## src/rtl/mul_accumulate_seq_pkg.sv

```systemverilog
// Shared Q8.7 constants, saturation limits and controller state encoding
// for the multiply-accumulate sequencer.
package mul_accumulate_seq_pkg;

    localparam int DATA_W = 16;
    localparam int FRAC_W = 7;

    localparam logic signed [DATA_W-1:0] SAT_MAX = 16'sh7FFF;
    localparam logic signed [DATA_W-1:0] SAT_MIN = 16'sh8000;

    typedef enum logic [2:0] {
        IDLE,
        ISSUE,
        WAIT_CLR,
        WAIT_DONE,
        ACCUM,
        DONE
    } state_t;

endpackage

```

## src/rtl/mul_accumulate_seq_sat_adder16.sv

```systemverilog
// 16-bit signed adder with overflow detect; clamps to the Q8.7 limits when
// MAC_SATURATE_EN is defined, otherwise wraps modulo 2^16.
module sat_adder16
    import mul_accumulate_seq_pkg::*;
(
    input  logic signed [DATA_W-1:0] a,
    input  logic signed [DATA_W-1:0] b,
    output logic signed [DATA_W-1:0] sum,
    output logic                     overflow
);

    logic signed [DATA_W:0] sum_wide;

`ifdef MAC_SATURATE_EN
    // Bit 16 of the widened sum carries the true sign of the result.
    function automatic logic signed [DATA_W-1:0] saturate(input logic signed [DATA_W:0] s);
        if (s[DATA_W] != s[DATA_W-1]) begin
            return s[DATA_W] ? SAT_MIN : SAT_MAX;
        end
        return s[DATA_W-1:0];
    endfunction
`endif

    always_comb begin
        sum_wide = {a[DATA_W-1], a} + {b[DATA_W-1], b};
        overflow = sum_wide[DATA_W] ^ sum_wide[DATA_W-1];
`ifdef MAC_SATURATE_EN
        sum      = saturate(sum_wide);
`else
        sum      = sum_wide[DATA_W-1:0];
`endif
    end

endmodule

```

## src/rtl/mul_accumulate_seq.sv

```systemverilog
// Sequencer that feeds operand pairs to an external Booth multiplier and sums
// the Q8.7 products; MAC_SATURATE_EN selects saturating instead of wrapping.
module mul_accumulate_seq
    import mul_accumulate_seq_pkg::*;
(
    input  logic              clk,
    input  logic              rst,
    input  logic              in_valid,
    output logic              in_ready,
    input  logic [DATA_W-1:0] in_a,
    input  logic [DATA_W-1:0] in_b,
    input  logic              in_last,
    input  logic              clear,
    output logic              mul_start,
    output logic [DATA_W-1:0] mul_multiplicand,
    output logic [DATA_W-1:0] mul_multiplier,
    input  logic [DATA_W-1:0] mul_result,
    input  logic              mul_overflow,
    input  logic              mul_finish,
    output logic [DATA_W-1:0] acc_out,
    output logic              acc_valid,
    output logic              overflow_flag,
    output logic              busy
);

    state_t state, state_next;

    logic signed [DATA_W-1:0] a_p0, b_p0;
    logic                     last_p0;
    logic signed [DATA_W-1:0] prod_sel, prod_p1;
    logic                     prod_ovf_p1;
    logic signed [DATA_W-1:0] acc, sum;
    logic                     add_ovf;
    logic                     transfer;

    assign in_ready         = (state == IDLE);
    assign busy             = (state != IDLE);
    assign mul_start        = (state == ISSUE);
    assign acc_valid        = (state == DONE);
    assign transfer         = in_valid && in_ready;
    assign mul_multiplicand = a_p0;
    assign mul_multiplier   = b_p0;
    assign acc_out          = acc;

    always_comb begin
        state_next = state;
        case (state)
            IDLE:      if (in_valid) state_next = ISSUE;
            ISSUE:     state_next = WAIT_CLR;
            // A finish still high from the previous product must fall first.
            WAIT_CLR:  if (!mul_finish) state_next = WAIT_DONE;
            WAIT_DONE: if (mul_finish) state_next = ACCUM;
            ACCUM:     state_next = last_p0 ? DONE : IDLE;
            DONE:      state_next = IDLE;
            default:   state_next = IDLE;
        endcase
    end

    always_ff @(posedge clk or negedge rst) begin
        if (!rst) state <= IDLE;
        else      state <= state_next;
    end

    // Stage p0: operands held from transfer until the product is captured.
    always_ff @(posedge clk or negedge rst) begin
        if (!rst) begin
            a_p0    <= '0;
            b_p0    <= '0;
            last_p0 <= 1'b0;
        end else if (transfer) begin
            a_p0    <= in_a;
            b_p0    <= in_b;
            last_p0 <= in_last;
        end
    end

`ifdef MAC_SATURATE_EN
    function automatic logic signed [DATA_W-1:0] sat_product(
        input logic signed [DATA_W-1:0] res,
        input logic                     ovf,
        input logic                     neg
    );
        if (ovf) return neg ? SAT_MIN : SAT_MAX;
        return res;
    endfunction

    assign prod_sel = sat_product(mul_result, mul_overflow, a_p0[DATA_W-1] ^ b_p0[DATA_W-1]);
`else
    assign prod_sel = mul_result;
`endif

    // Stage p1: product captured when the multiplier signals finish.
    always_ff @(posedge clk or negedge rst) begin
        if (!rst) begin
            prod_p1     <= '0;
            prod_ovf_p1 <= 1'b0;
        end else if (state == WAIT_DONE && mul_finish) begin
            prod_p1     <= prod_sel;
            prod_ovf_p1 <= mul_overflow;
        end
    end

    sat_adder16 u_add (
        .a        (acc),
        .b        (prod_p1),
        .sum      (sum),
        .overflow (add_ovf)
    );

    // Stage p2: accumulator and sticky overflow; clear only acts in IDLE.
    always_ff @(posedge clk or negedge rst) begin
        if (!rst) begin
            acc           <= '0;
            overflow_flag <= 1'b0;
        end else if (state == IDLE && clear) begin
            acc           <= '0;
            overflow_flag <= 1'b0;
        end else if (state == ACCUM) begin
            acc           <= sum;
            overflow_flag <= overflow_flag | add_ovf | prod_ovf_p1;
        end
    end

endmodule

```

## config.mk

```make
export PLATFORM = sky130hd
export DESIGN_NAME = mul_accumulate_seq
export DESIGN_NICKNAME = d
export VERILOG_FILES = /design/src/rtl/mul_accumulate_seq_pkg.sv /design/src/rtl/mul_accumulate_seq_sat_adder16.sv /design/src/rtl/mul_accumulate_seq.sv
export SDC_FILE = /design/constraint.sdc
export NUM_CORES = 1
export LEC_CHECK = 0
export CORE_UTILIZATION = 48
export CTS_BUF_LIST = sky130_fd_sc_hd__clkbuf_4 sky130_fd_sc_hd__clkbuf_8
export CTS_CLUSTER_SIZE = 28
export DETAILED_ROUTE_END_ITERATION = 8
export PLACE_DENSITY = 0.82
export SYNTH_ARGS = -nofsm -noshare
export SYNTH_HDL_FRONTEND = slang
export SYNTH_SLANG_ARGS = --single-unit
```

## constraint.sdc

```tcl
create_clock -name clk -period 2.8 [get_ports clk]
set_input_delay 0.42 -clock clk [delete_from_list [all_inputs] [get_ports clk]]
set_output_delay 0.42 -clock clk [all_outputs]
set_load 0.05 [all_outputs]
```

Yosys cells after proc, flatten, opt, wreduce, memory -nomap -nowiden --
Index checks and enable logic that the tools add are counted.
Cells by class: $add $sub $neg 1, equality and inequality tests 8, mux-type cells 9, bitwise gates (word level) 3, reduce and logical (&&, ||, !) cells 7
Operator list (number):
- 16-bit 2-to-1 mux | 2
- 16-bit by 16-bit adder with 17-bit output | 1
- 3-bit one-hot mux with 5 select lines | 1
- 3-bit 2-to-1 mux | 4
- 3-bit by 2-bit equality test with 1-bit output, second input constant | 2
- 3-bit equality test, second input constant | 2
- 2-bit != test, second input constant | 3
- 3-bit by 1-bit equality test with 1-bit output, second input constant | 1
- 1-bit logical AND | 3
- 3-bit logical NOT | 1
- 3-bit AND reduction | 1
- 3-bit nonzero test | 1
- 1-bit 2-to-1 mux | 2
- 1-bit bitwise OR | 2
- 2-bit nonzero test | 1
- 1-bit XOR | 1
Word-level totals: flip-flop bits (word level) 70, output and inout bits 53, logic and storage cells 36

Longest topological paths before layout --
word-level depth 6, mapped depth 9, mapped depth without buffers 9

Modules after synthesis --
A second synthesis with hierarchy kept.
Unflattened totals: cell total of the unflattened synthesis 252, area total of the unflattened synthesis 3398.3 µm²
By module, submodules not included:
- mul_accumulate_seq | times used 1, cells each 165, area each 2678.8 µm², seq. area each 1751.7 µm²
- sat_adder16 | times used 1, cells each 87, area each 719.4 µm², seq. area each 0.0 µm²

Worst setup path before layout --
Ideal clock, no wire load.
path type flip-flop to flip-flop, start point reg acc[0] (netlist: acc_out[0]), end point reg acc[12] (netlist: acc_out[12]), setup time 0.133 ns, arrival time 2.190 ns, required time 2.667 ns, setup slack 0.477 ns, cell stages (with the launch flop) 10, path through dfrtp_1 > ha_1 > inv_1 > fa_1 > nand2b_1 > a21oi_2 > a211oi_2 > o21ai_0 > xnor2_1 > o21ai_0
Between the ends: longest elaborated chain between the ends 3
Ends and longest elaborated chain:
- start, declared | RTL line mul_accumulate_seq.sv:32 | logic signed [DATA_W-1:0] acc, sum;
- start signal, assigned | RTL line mul_accumulate_seq.sv:119 | acc <= sum;
- 16-bit by 16-bit adder with 17-bit output | RTL line mul_accumulate_seq_sat_adder16.sv:25 | sum_wide = {a[DATA_W-1], a} + {b[DATA_W-1], b};
- 16-bit 2-to-1 mux | RTL line mul_accumulate_seq.sv:118 | end else if (state == ACCUM) begin
- 16-bit 2-to-1 mux | RTL line mul_accumulate_seq.sv:115 | end else if (state == IDLE && clear) begin
Every way passes these cells. The select of a mux whose other input is x is not followed. A chain may end at the register's enable or synchronous reset.

Worst setup path in the final report --
start point reg state[2], end point out in_ready
Between the ends: longest elaborated chain between the ends 1
Ends and longest elaborated chain:
- start, declared | RTL line mul_accumulate_seq.sv:26 | state_t state, state_next;
- start signal, assigned | RTL line mul_accumulate_seq.sv:61 | else state <= state_next;
- 3-bit logical NOT | RTL line mul_accumulate_seq.sv:36 | assign in_ready = (state == IDLE);
- end, declared | RTL line mul_accumulate_seq.sv:9 | output logic in_ready,
Every way passes these cells.

==> results.json <==
{
  "drt-initial-drc-count": 118,
  "clk_root_buffer_cell": "clkbuf_8",
  "reg2reg_from": "acc_out[0]",
  "fmax_mhz": 398.0,
  "cp-start-kind": "register",
  "register_area_sq_um": 1752,
  "post-synth-top-count-cell": "dfrtp_1",
  "cts_made_buffers": 9,
  "port_buffers": 107,
  "clk-insertion-delay-late_ns": 0.35,
  "grt_pass1_vias": 2714,
  "synth-seq-cells": 70,
  "antenna_found_initial": 0,
  "muxShareOfSynthArea_pct": 16.69,
  "core_region_area_sq_um": 6869,
  "die_w_um": 86.67,
  "async_reset_ff_share_pct": 100.0,
  "synth_edf_count": 0,
  "crit_required_ns": 2.38,
  "min_period_over_period_pct": 89.73,
  "synth_xor_area_share_pct": 2.545,
  "fillCellCount": 522,
  "maxCapViolCount": 0,
  "syn_area_per_cell_sq_um": 11.74,
  "cts_tree": "yes",
  "clk_pin_slew_ns": 0.08,
  "ys_types": 46,
  "dpl.hpwl_um": 5783,
  "final_max_slew_viol_count": 0,
  "grt_pass1_wl_um": 12600,
  "wire_per_inst_um": 15.68,
  "ys.flop_type": "dfrtp_1",
  "firstDrtPassIters": 4,
  "area_growth_pct": 40.18,
  "drc": 0,
  "clock_sinks": 70,
  "min_period_ns": 2.512,
  "syn_area_sq_um": 3441,
  "start_util_pct": 50.09,
  "worstRegToRegCells": 9,
  "num_io_pins": 108,
  "timing_worst_setup_path_type": "reg -> out",
  "rsz0062_at_grt": "no",
  "synth_top_area_share_pct": 50.91,
  "synth-compound-area-share_pct": 11.05,
  "synth_commonest_cells": "dfrtp_1, mux2_2, nand2_1",
  "p_leak_nw": 2.089,
  "synth_nets": 365,
  "final_antenna_net_count": 0,
  "syn-instance-count": 293,
  "max_slew.worst_pin.slew_ns": 0.8695,
  "min_path_type": "in -> async",
  "grt_overflow": 0,
  "setup_viol": 0,
  "yosysTopAreaCell": "dfrtp_1",
  "die_y_um": 86.67,
  "yosys.area_share.simple_pct": 9.164,
  "stdcell_count": 504,
  "yosysWarnings": 0,
  "r2r_setup_slack_ns": 0.55,
  "vias": 2656,
  "nets": 475,
  "cpPeakStageDelay_ns": 0.81,
  "endpoint_kind": "primary output",
  "crit_path_cell_trace": "or3_1, inv_2, clkdlybuf4s50_1",
  "hold_violations": 0,
  "cts_resized": 0,
  "cp.arrival_ns": 2.09,
  "clock_skew_ns": 0.009965,
  "power.density_nw_per_um2": 1391,
  "worstPathMaxFanout": 10,
  "synth.area.top_cells": "dfrtp_1, mux2_2, ha_1",
  "die_area_sq_um": 7511,
  "drive_gt1_share_pct": 19.61,
  "cts_setup_buffers": 0,
  "vdd_drop_max_mv": 0.8514,
  "grtUsageTotal_pct": 22.21,
  "ys_seq_area_share_pct": 50.91,
  "viasPerCell": 5.270,
  "dp_cells": 488,
  "wl_um": 7901,
  "clockBufferDepth": 2,
  "gp_congestion": 0.8583,
  "multiInputGateArea_sq_um": 1578,
  "synth_top_family_by_area": "multiplexers",
  "cp_slowest_cell": "clkdlybuf4s50_1",
  "relSlewSlack_pct": 42.03,
  "insertedDiodeCount": 0,
  "htreeDepth": 3,
  "fin_setup_tns_ns": 0,
  "whs_ns": 0.2614,
  "cts_hold_buf": 0,
  "num_rows": 30,
  "r2r-end": "acc_out[12]",
  "status": "finished clean",
  "synthAdderAreaFrac_pct": 6.400,
  "grt_max_degree": 71
}
-- cells by family after synthesis --
logic type,after synthesis
XOR/XNOR,10
buffers and inverters,21
flip-flops,70
multiplexers,51
adder cells (fa/ha/maj),17
AO/OA/AOI/OAI,61
AND/OR/NAND/NOR,63
-- layout make-up --
type / count / area share [%]
clock buffer: 9 / 2.568
multi-input combinational: 202 / 32.71
clock inverter: 7 / 2.153
inverter: 8 / 0.6226
timing repair buffer: 112 / 23.14
sequential: 70 / 36.32
tap: 96 / 2.490
-- sequential cells by signal, indices dropped and copies added, names as in the netlist --
name              flops
acc_out              16
mul_multiplicand     16
mul_multiplier       16
prod_p1              16
state                 3
last_p0               1
overflow_flag         1
prod_ovf_p1           1
-- worst max path at each step --
| stage | from | end | slack [ns] |
|---|---|---|---|
| final | state[2] | in_ready | 0.29 |
| after CTS | state[2] | in_ready | 0.27 |
| after floorplan | acc_out[0] | acc_out[12] | 0.48 |
| after global placement | acc_out[0] | acc_out[12] | 0.69 |
| after detailed placement | acc_out[0] | acc_out[14] | 0.60 |
| after global routing | state[2] | in_ready | 0.23 |
-- power by group --
group	switching (mW)	internal, mW	total (mW)	leakage [nW]
logic	2.40	1.57	3.97	1.11
clock network	0.412	0.512	0.923	0.114
registers	0.316	1.50	1.82	0.862
-- through the flow --
step | power, mW | setup slack, ns | area [sq um] | utilization (%)
after floorplan | 4.604 | 0.4773 | 3441 | -
after global placement | 5.677 | 0.6945 | 4596 | 66.90
after detailed placement | 5.800 | 0.5980 | 4596 | 66.90
after CTS | 6.753 | 0.2670 | 4823 | 70.22
after global routing | 7.097 | 0.2279 | 4823 | 70.22
final | 6.709 | 0.2875 | 4823 | 70.22
-- critical path: cells and delay by family, from the launching register on --
family	cells	cell delay (ns)
and+or+nand+nor	1	0.38
buffers and inverters	2	0.88
DFF	1	0.48
-- layout by cell type (no fill, tap or decap), drive strengths merged, types with 5 or more instances in the layout --
cell / instances
a21o: 5
o21ai: 22
mux2: 51
dfrtp: 70
inv: 10
buf: 6
clkdlybuf4s50: 106
nand2b: 5
xnor2: 6
a21oi: 19
clkbuf: 9
nor2: 7
ha: 16
nand2: 28
-- metal layers --
| metal | up-vias | track usage [%] | part of all wire [%] |
|---|---|---|---|
| met2 | 83 | 36.94 | 50 |
| met3 | 25 | 5.238 | 4.6 |
| li1 | 1267 | - | - |
| met5 | - | 0 | 0 |
| met1 | 1281 | 26.03 | 42 |
| met4 | 0 | 13.79 | 3.8 |
No activity file was read; power rests on OpenSTA's default activity.
